File: config.mk
export PLATFORM = sky130hd
export DESIGN_NAME = block_lock
export DESIGN_NICKNAME = d
export VERILOG_FILES = /design/src/rtl/block_lock_pkg.sv /design/src/rtl/block_lock.sv
export SDC_FILE = /design/constraint.sdc
export NUM_CORES = 1
export LEC_CHECK = 0
export CAP_MARGIN = 20
export CORE_UTILIZATION = 40
export CTS_BUF_LIST = sky130_fd_sc_hd__clkbuf_8 sky130_fd_sc_hd__clkbuf_16
export DETAILED_ROUTE_END_ITERATION = 10
export PLACE_DENSITY_LB_ADDON = 0.15
export SLEW_MARGIN = 20
export SYNTH_ARGS = -nofsm -noshare
export SYNTH_HDL_FRONTEND = slang
export SYNTH_SLANG_ARGS = --single-unit
export TNS_END_PERCENT = 100
File: constraint.sdc
create_clock -name i_clk -period 2.7 [get_ports i_clk]
set_clock_uncertainty 0.1 [all_clocks]
set_input_delay 0.27 -clock i_clk [delete_from_list [all_inputs] [get_ports i_clk]]
set_output_delay 0.27 -clock i_clk [all_outputs]
set_load 0.05 [all_outputs]
File: src/rtl/block_lock_pkg.sv
// Shared types and helpers for the 64b/66b block lock state machine.
package block_lock_pkg;

  typedef enum logic [1:0] {
    RESET_CNT = 2'd0,
    TEST_SH   = 2'd1,
    SLIP      = 2'd2,
    SLIP_WAIT = 2'd3
  } state_e;

  localparam logic [1:0] SH_DATA = 2'b01;
  localparam logic [1:0] SH_CTRL = 2'b10;

  function automatic logic sh_valid(input logic [1:0] hdr);
    return (hdr == SH_DATA) || (hdr == SH_CTRL);
  endfunction

endpackage

File: src/rtl/block_lock.sv
// 64b/66b block synchroniser: tests sync headers, requests gearbox slips
// until alignment is found and reports block lock downstream.
module block_lock
  import block_lock_pkg::*;
#(
  parameter int SH_CNT_MAX       = 64,
  parameter int SH_INVLD_MAX     = 16,
  parameter int SLIP_WAIT_CYCLES = 3   // must be >= 1
) (
  input  logic       i_clk,
  input  logic       i_reset_n,
  input  logic       i_init_done,
  input  logic [1:0] i_header,
  input  logic       i_valid,
  output logic       o_slip,
  output logic       o_block_lock
);

  localparam int CNT_W  = $clog2(SH_CNT_MAX + 1);
  localparam int INV_W  = $clog2(SH_INVLD_MAX + 1);
  localparam int WAIT_W = $clog2(SLIP_WAIT_CYCLES + 1);

  state_e              state_q, state_d;
  logic [CNT_W-1:0]    sh_cnt_q, sh_cnt_d;
  logic [INV_W-1:0]    sh_invld_q, sh_invld_d;
  logic [WAIT_W-1:0]   wait_cnt_q, wait_cnt_d;
  logic                lock_q, lock_d;

  logic                hdr_ok;
  logic [CNT_W-1:0]    cnt_inc;
  logic [INV_W-1:0]    invld_inc;

  always_comb begin
    state_d    = state_q;
    sh_cnt_d   = sh_cnt_q;
    sh_invld_d = sh_invld_q;
    wait_cnt_d = wait_cnt_q;
    lock_d     = lock_q;

    hdr_ok    = sh_valid(i_header);
    cnt_inc   = sh_cnt_q + CNT_W'(1);
    invld_inc = sh_invld_q + (hdr_ok ? INV_W'(0) : INV_W'(1));

    case (state_q)
      RESET_CNT: begin
        sh_cnt_d   = '0;
        sh_invld_d = '0;
        state_d    = TEST_SH;
      end
      TEST_SH: begin
        if (i_valid) begin
          sh_cnt_d   = cnt_inc;
          sh_invld_d = invld_inc;
          if (!lock_q) begin
            if (!hdr_ok) begin
              state_d = SLIP;
            end else if (cnt_inc == CNT_W'(SH_CNT_MAX)) begin
              lock_d  = 1'b1;
              state_d = RESET_CNT;
            end
          end else begin
            // Loss of lock wins over a window end on the same beat.
            if (invld_inc == INV_W'(SH_INVLD_MAX)) begin
              lock_d  = 1'b0;
              state_d = SLIP;
            end else if (cnt_inc == CNT_W'(SH_CNT_MAX)) begin
              state_d = RESET_CNT;
            end
          end
        end
      end
      SLIP: begin
        lock_d = 1'b0;
        if (i_valid) begin
          wait_cnt_d = '0;
          state_d    = SLIP_WAIT;
        end
      end
      SLIP_WAIT: begin
        if (wait_cnt_q == WAIT_W'(SLIP_WAIT_CYCLES - 1)) begin
          state_d = RESET_CNT;
        end else begin
          wait_cnt_d = wait_cnt_q + WAIT_W'(1);
        end
      end
      default: state_d = RESET_CNT;
    endcase

    if (!i_init_done) begin
      state_d    = RESET_CNT;
      sh_cnt_d   = '0;
      sh_invld_d = '0;
      wait_cnt_d = '0;
      lock_d     = 1'b0;
    end
  end

  always_ff @(posedge i_clk or negedge i_reset_n) begin
    if (!i_reset_n) begin
      state_q    <= RESET_CNT;
      sh_cnt_q   <= '0;
      sh_invld_q <= '0;
      wait_cnt_q <= '0;
      lock_q     <= 1'b0;
    end else begin
      state_q    <= state_d;
      sh_cnt_q   <= sh_cnt_d;
      sh_invld_q <= sh_invld_d;
      wait_cnt_q <= wait_cnt_d;
      lock_q     <= lock_d;
    end
  end

  assign o_slip       = (state_q == SLIP);
  assign o_block_lock = lock_q;

endmodule

# --- Word level (Yosys, flattened, before mapping) ---
# Index checks and enable logic that the tools add are counted.
totals:
  ff_bits: 17
  in_bits: 6
  out_inout_bits: 2
  word_cells: 56
op_classes:
  n_addsub: 3
  n_eq_ne: 15
  muxes: 27
  n_reduce_logical: 6
ops:
  columns: ["op", "n"]
  rows:
  - ["two-way mux 2 bit", 11]
  - ["two-way mux 7 bit", 2]
  - ["case mux 7 bit (2 select lines)", 1]
  - ["!= test 3 bit, second input constant", 4]
  - ["two-way mux 5 bit", 2]
  - ["case mux 5 bit (2 select lines)", 1]
  - ["!= test 3 x 1 -> 1 bit, second input constant", 3]
  - ["== test 2 bit, second input constant", 4]
  - ["case mux 2 bit (4 select lines)", 1]
  - ["adder 7 x 1 -> 7 bit, second input constant", 1]
  - ["== test 7 bit, second input constant", 1]
  - ["two-way mux 1 bit", 7]
  - ["AND reduction 3 bit", 2]
  - ["adder 5 x 1 -> 5 bit", 1]
  - ["== test 5 bit, second input constant", 1]
  - ["== test 2 x 1 -> 1 bit, second input constant", 2]
  - ["case mux 2 bit (2 select lines)", 1]
  - ["AND reduction 2 bit", 2]
  - ["adder 2 x 1 -> 2 bit, second input constant", 1]
  - ["zero test 2 bit", 1]
  - ["case mux 1 bit (2 select lines)", 1]
  - ["logical OR 1 bit", 1]

# --- Logic depth before layout (Yosys ltp) ---
# Gate-level depths: netlist (run 1).
logic_depth:
  ltp_word: 10
  mapped_depth: 7
  depth_no_buf: 7

# --- Least setup slack after synthesis (run 1) ---
# OpenSTA, ideal clock, no wires.
synth_timing:
  path_type: "in2reg"
  start: "input i_header[1]"
  end: "register lock_q (netlist: o_block_lock)"
  setup_time_ns: 0.179
  arrival_time_ns: 1.731
  required_time_ns: 2.421
  slack_ns: 0.691
  cell_stages: 6
  n_path_buf: 0
  path_cell_list: "xnor2_1 -> ha_1 -> ha_1 -> or4_1 -> nor4_1 -> a2111oi_2"
synth_between:
  elab_chain_cells: 10
  word_cells_on_any_way: 12
  cone_classes: "1 x add/sub; 3 x eq/ne; 7 x mux; 1 x reduce/logical"
synth_rtl:
  columns: ["element", "line", "source"]
  rows:
  - ["start, declared", "block_lock.sv:13", "input logic [1:0] i_header,"]
  - ["== test 2 x 1 -> 1 bit / == test 2 bit (equally long branches)", "block_lock_pkg.sv:15", "return (hdr == SH_DATA) || (hdr == SH_CTRL);"]
  - ["logical OR 1 bit (*)", "block_lock_pkg.sv:15", null]
  - ["two-way mux 1 bit", "block_lock.sv:42", "invld_inc = sh_invld_q + (hdr_ok ? INV_W'(0) : INV_W'(1));"]
  - ["adder 5 x 1 -> 5 bit", "block_lock.sv:42", null]
  - ["== test 5 bit", "block_lock.sv:63", "if (invld_inc == INV_W'(SH_INVLD_MAX)) begin"]
  - ["two-way mux 1 bit", "block_lock.sv:63", null]
  - ["two-way mux 1 bit (*)", "block_lock.sv:54", "if (!lock_q) begin"]
  - ["two-way mux 1 bit (*)", "block_lock.sv:51", "if (i_valid) begin"]
  - ["case mux 1 bit (2 select lines) (*)", "block_lock.sv:44", "case (state_q)"]
  - ["two-way mux 1 bit (*)", "block_lock.sv:89", "if (!i_init_done) begin"]
  - ["end signal, assigned", "block_lock.sv:110", "lock_q <= lock_d;"]
  - ["end, declared", "block_lock.sv:27", "logic lock_q, lock_d;"]
# Every way passes the cells marked *; elsewhere a longest branch is shown, timed or not. The select of a mux whose other input is x is not followed.
# A chain may end at the register's enable or synchronous reset.

# --- Final worst setup path (run 1) ---
layout_timing:
  start: "input i_header[1]"
  end: "register state_q[0]"
layout_between:
  elab_chain_cells: 10
  word_cells_on_any_way: 12
  cone_classes: "1 x add/sub; 3 x eq/ne; 7 x mux; 1 x reduce/logical"
layout_rtl:
  columns: ["element", "line", "source"]
  rows:
  - ["== test 2 x 1 -> 1 bit / == test 2 bit (equally long branches)", "block_lock_pkg.sv:15", null]
  - ["logical OR 1 bit (*)", "block_lock_pkg.sv:15", null]
  - ["two-way mux 1 bit", "block_lock.sv:42", null]
  - ["adder 5 x 1 -> 5 bit", "block_lock.sv:42", null]
  - ["== test 5 bit", "block_lock.sv:63", null]
  - ["two-way mux 2 bit", "block_lock.sv:63", null]
  - ["two-way mux 2 bit (*)", "block_lock.sv:54", null]
  - ["two-way mux 2 bit (*)", "block_lock.sv:51", null]
  - ["case mux 2 bit (4 select lines) (*)", "block_lock.sv:44", null]
  - ["two-way mux 2 bit (*)", "block_lock.sv:89", null]
  - ["end signal, assigned", "block_lock.sv:106", "state_q <= state_d;"]
  - ["end, declared", "block_lock.sv:23", "state_e state_q, state_d;"]
# Marks and branches as above.

==> results.toml, run 1 <==
[synthesis]
ys_seq_area_frac = 0.4309
yosysUniqueCellTypes = 36
synth_warnings = 0
synth_ff_type = "dfrtp_1"
yosys-top-cells-area = "dfrtp_1 43%, o21ai_0 8.1%, ha_1 5.1%"
async_flop_share = 1.000
synth_largest_type_area_fraction = 0.4309
synthesis.nets = 113
synth_largest_area_cell = "dfrtp_1"
syn_area_um2 = 987.2
synth_edf_count = 0
avgSynthCellArea_um2 = 9.584
ys_ff_latch = 17
synthCells = 103

[timing]
slew_viol_final = 0
period_needed_ns = 2.372
setup_viol = 0
hold_viol = 0
max_slew_margin = 0.4598
worst_slew_pin_slew_ns = 0.8078
period_share = 0.8783
fmax_ghz = 0.4217
rsz0062_at_grt = "no"
setup_tns_ns = 0

[detailed_routing]
ant_nets = 0
routed_wl_mm = 2.032
routedWlPerCell_um = 14.41
drc = 0
vias_per_cell = 5.830
vias = 822
drt_iter0_drc = 27
drt_pass1_iterations = 4

[global_routing]
grt_pass1_wl_mm = 3.698
grt_antenna_before_repair = 0
grt_max_degree = 18
grt_usage = 0.1892
grt_pass1_vias = 797
overflow = 0

[status]
run_status = "complete, no violations"

[clock_tree]
clk_pin_slew_ns = 0.07
cts-htree-levels = 1
post_cts_buffers = 0
cts_tree = "yes"
cts_made_buffers = 3
cts_resized = 0
cts.sinks = 17
cts_hold_buf = 0
clockRootBuffer = "clkbuf_8"
clk_latency_ns = 0.25
clock_path_buffers = 2

[final_layout]
layout.nets = 124
final_cells = 141
fill_cells = 208
regArea_um2 = 425.4
layout_commonest_cell = "dfrtp_1"
antennaDiodeCount = 0
mostFrequentLayoutCells = "17 x dfrtp_1, 16 x o21ai_0, 9 x nand2_1"
layout-drive-gt1-share = 0.07080
syn_to_final_growth_pct = 14.57
multiInputGateArea_um2 = 528.0

[power_and_ir_drop]
fin_total_pwr_mw = 0.5311
p_leak_nw = 0.4897
pwr_density_cell_nw_per_um2 = 469.5
ir_worst_vdd_uv = 355.6

[worst_setup_path]
critPathMaxFanout = 3
cp_data_arrival_time_ns = 2.40
slowest_delay_ns = 0.49
endpoint_kind = "flop"
crit_chain = "clkdlybuf4s50_1, xnor2_1, ha_1, ha_1, or4_1, o31ai_1, o41ai_1"
cpMostUsedCell = "ha_1"
cp.required_ns = 2.73
critPathLaunchType = "input port"
critPathKind = "input port to flop"
cp_slowest_cell = "or4_1"

[place]
place.gp.congestion = 0.8265
numPortBuffers = 7
placed_cells = 137
hpwlAfterDp_mm = 1.406

[die]
die-area_um2 = 2671
die_y_um = 51.68
fp.dieW_um = 51.68
ios = 8
num_rows = 17
core-area_um2 = 2276
start_util = 0.4338

[hold_path]
worstHoldPathType = "input port to async pin"

[job]
maxCapViolCount = 0
## cell usage after synthesis, drive strengths merged (2+ instances only)
| cell type | instances |
|---|---|
| o31ai | 2 |
| a22oi | 2 |
| nor2b | 3 |
| dfrtp | 17 |
| ha | 4 |
| nand2 | 9 |
| inv | 5 |
| a21oi | 3 |
| nand4 | 2 |
| xor2 | 2 |
| nand4b | 2 |
| o41ai | 2 |
| xnor2 | 2 |
| o21ai | 16 |
| nor2 | 7 |
| a22o | 4 |
| nand3 | 3 |
## through the flow
step | util | setup slack, ns | hold slack [ns] | instance area (um2)
after floorplan | - | 0.6909 | -0.1256 | 987.2
after global placement | 0.4766 | 0.1451 | 0.3926 | 1085
after detailed placement | 0.4766 | 0.07327 | 0.4111 | 1085
after CTS | 0.4970 | 0.3368 | 0.4062 | 1131
after global routing | 0.4970 | 0.1617 | 0.4432 | 1131
final | 0.4970 | 0.3285 | 0.3850 | 1131
## per-layer routing
metal  global-route usage  part of all wire
met2               0.2792              0.45
met1               0.2684              0.51
met5                    0                 0
met4              0.09459            0.0079
met3              0.02632             0.031
## cell families (layout without fill, tap and decap cells)
| kind of cell | Yosys count | count (layout) | share of synthesized area |
|---|---|---|---|
| AOI/OAI and AO/OA | 36 | 36 | 0.2459 |
| xor gates and xnor gates | 4 | 4 | 0.03549 |
| adders and majority gates | 4 | 4 | 0.05070 |
| buffers and inverters | 7 | 17 | 0.03422 |
| DFF | 17 | 17 | 0.4309 |
| muxes | 1 | 1 | 0.01014 |
| and+or+nand+nor | 34 | 34 | 0.1927 |
## flip-flops by register name, indices dropped and copies added, names as in the netlist
register,count
sh_cnt_q,7
o_block_lock,1
state_q,2
wait_cnt_q,2
sh_invld_q,5
## path summary, 6_finish.rpt
kind,start,end,slack [ns],cells after the start
max,i_header[1],state_q[0],0.33,7
min,i_reset_n,wait_cnt_q[1],0.39,1
max reg2reg,sh_invld_q[0],state_q[0],0.61,5
min reg2reg,sh_invld_q[0],sh_invld_q[0],0.43,1
max in group asynchronous,i_reset_n,sh_invld_q[0],1.61,1
min in group i_clk,sh_invld_q[0],sh_invld_q[0],0.43,1
## worst max-delay path: cells and delay by family
family	cells	cell delay [ns]
AO/OA/AOI/OAI	2	0.49
adder cells (fa/ha/maj)	2	0.47
buffers and inverters	1	0.42
XOR/XNOR	1	0.27
AND/OR/NAND/NOR	1	0.49
## cell type report
type / instances / area share
Multi-Input combinational cell: 79 / 0.4668
Inverter: 5 / 0.01659
Sequential cell: 17 / 0.3761
Clock inverter: 1 / 0.004425
Timing Repair Buffer: 8 / 0.06858
Clock buffer: 3 / 0.03650
Tap cell: 28 / 0.03097
## power breakdown
part | internal [mW] | leakage (nW) | switching, mW
combinational | 0.0256 | 0.230 | 0.0390
clock | 0.102 | 0.0255 | 0.0900
sequential | 0.262 | 0.234 | 0.0122
Power figures use the tool's default switching activity.
==> inputs of run 2 (changes only) <==
--- a/config.mk
+++ b/config.mk
@@ -6,10 +6,13 @@
 export NUM_CORES = 1
 export LEC_CHECK = 0
 export CAP_MARGIN = 20
+export CORE_MARGIN = 5
 export CORE_UTILIZATION = 40
 export CTS_BUF_LIST = sky130_fd_sc_hd__clkbuf_8 sky130_fd_sc_hd__clkbuf_16
 export DETAILED_ROUTE_END_ITERATION = 10
+export GPL_TIMING_DRIVEN = 1
 export PLACE_DENSITY_LB_ADDON = 0.15
+export RECOVER_POWER = 25
 export SLEW_MARGIN = 20
 export SYNTH_ARGS = -nofsm -noshare
 export SYNTH_HDL_FRONTEND = slang
==> results.toml, run 2 (same netlist as run 1, synthesis figures left out) <==
[final_layout]
layout.nets = 123
layout-drive-gt1-share = 0.06250
fill_cells = 233
multiInputGateArea_um2 = 528.0
top_register = "sh_cnt_q"
largest_register_ffs = 7
mostFrequentLayoutCells = "17 x dfrtp_1, 16 x o21ai_0, 9 x nand2_1"
final_cells = 142
regArea_um2 = 425.4
syn_to_final_growth_pct = 14.07
reg.largest.list = "sh_cnt_q (7), sh_invld_q (5)"
antennaDiodeCount = 0
fin_util = 0.4673
layout_commonest_cell = "dfrtp_1"

[hold_path]
worstHoldPathType = "flop to flop"
min_from = "sh_invld_q[4]"

[detailed_routing]
vias = 803
routed_wl_mm = 2.128
vias_per_cell = 5.655
drt_iter0_drc = 34
routedWlPerCell_um = 14.99
drt_pass1_iterations = 4
ant_nets = 0
drc = 0

[global_routing]
grt_usage = 0.1409
grt_antenna_before_repair = 0
overflow = 0
grt_pass1_wl_mm = 3.726
grt_pass1_vias = 778
grt_max_degree = 18

[power_and_ir_drop]
clkPwrFrac = 0.359
switchingPower_mw = 0.1402
ir_worst_vdd_uv = 419.6
pwr_density_cell_nw_per_um2 = 470.7
p_leak_nw = 0.4845
p_int_mw = 0.3898
seq_power_share = 0.520
p_comb_frac = 0.121
p_sw_frac = 0.2645

[clock_tree]
clk_latency_ns = 0.25
cts_resized = 0
clock_path_buffers = 2
clockRootBuffer = "clkbuf_8"
clk_pin_slew_ns = 0.07
cts-htree-levels = 1
cts_hold_buf = 0
post_cts_buffers = 0
cts_made_buffers = 3
cts.sinks = 17
cts_tree = "yes"

[timing]
period_share = 0.8758
hold_viol = 0
slew_viol_final = 0
setup_tns_ns = 0
rsz0062_at_grt = "no"
worst_slew_pin_slew_ns = 0.7662
period_needed_ns = 2.365
fmax_ghz = 0.4229
max_slew_margin = 0.4875
setup_viol = 0

[worst_setup_path]
cp.required_ns = 2.73
cp_data_arrival_time_ns = 2.39
r2r-start = "sh_invld_q[0]"
endpoint_kind = "flop"
critPathLaunchType = "input port"
critPathMaxFanout = 3
critPathLaunch = "i_header[1]"
critPathKind = "input port to flop"

[die]
start_util = 0.4097
die_y_um = 59.68
ios = 8
fp.dieW_um = 59.68
num_rows = 18
die-area_um2 = 3562
core-area_um2 = 2410

[job]
maxCapViolCount = 0

[place]
place.gp.congestion = 0.7952
numPortBuffers = 7
placed_cells = 138
hpwlAfterDp_mm = 1.486

[status]
run_status = "complete, no violations"
[run 2: changes by cell type in the layout (fill, tap and decap cells not counted), sizes merged]
cell and delta:
buf -1, clkdlybuf4s50 -1, dlygate4sd3 +1
[run 2: cell type report]
class | count | area share
multi-input combinational | 79 | 0.4689
tap | 30 | 0.03333
sequential | 17 | 0.3778
inverter | 5 | 0.01667
clock inverter | 1 | 0.004444
clock buffer | 3 | 0.03667
timing repair buffer | 7 | 0.06222
[run 2: worst max-delay path, stage by stage]
cell and delay, ns:
clkdlybuf4s50_1 0.41, xnor2_1 0.26, ha_1 0.23, ha_1 0.24, or4_1 0.49, o31ai_1 0.36, o41ai_1 0.12
[run 2: power by group through the flow]
stage                     Clock, mW  Sequential, mW  Combinational, mW
after global placement            0           0.279             0.0638
after floorplan                   0           0.273             0.0477
final                         0.190           0.275             0.0643
after detailed placement          0           0.280             0.0650
after CTS                     0.199           0.275             0.0656
after global routing          0.206           0.277             0.0741
[run 2: worst paths after layout]
kind	slack (ns)	cells after the start	end
max	0.34	7	state_q[0]
min	0.41	2	sh_invld_q[4]
min in group asynchronous	0.43	1	sh_cnt_q[5]
min reg2reg	0.41	2	sh_invld_q[4]
max in group asynchronous	1.59	1	state_q[1]
max reg2reg	0.58	6	state_q[0]
[run 2: per-stage QoR]
step                      hold slack (ns)  power (mW)  worst slack (ns)  instance area (um2)
after floorplan                   -0.1256      0.3209            0.6909                987.2
after global placement             0.3881      0.3425            0.1531                 1080
after detailed placement           0.3963      0.3447           0.08663                 1080
after CTS                          0.3978      0.5392            0.3320                 1126
after global routing               0.4501      0.5571            0.1705                 1126
final                              0.4089      0.5300            0.3353                 1126
[run 2: per-layer routing]
| metal | vias to the layer above | track usage | wire length (um) |
|---|---|---|---|
| met3 | 2 | 0.04968 | 71 |
| met5 | - | 0 | 0 |
| met4 | 0 | 0.02215 | 14 |
| met2 | 7 | 0.2160 | 1000 |
| met1 | 386 | 0.1944 | 1041 |
| li1 | 408 | - | - |
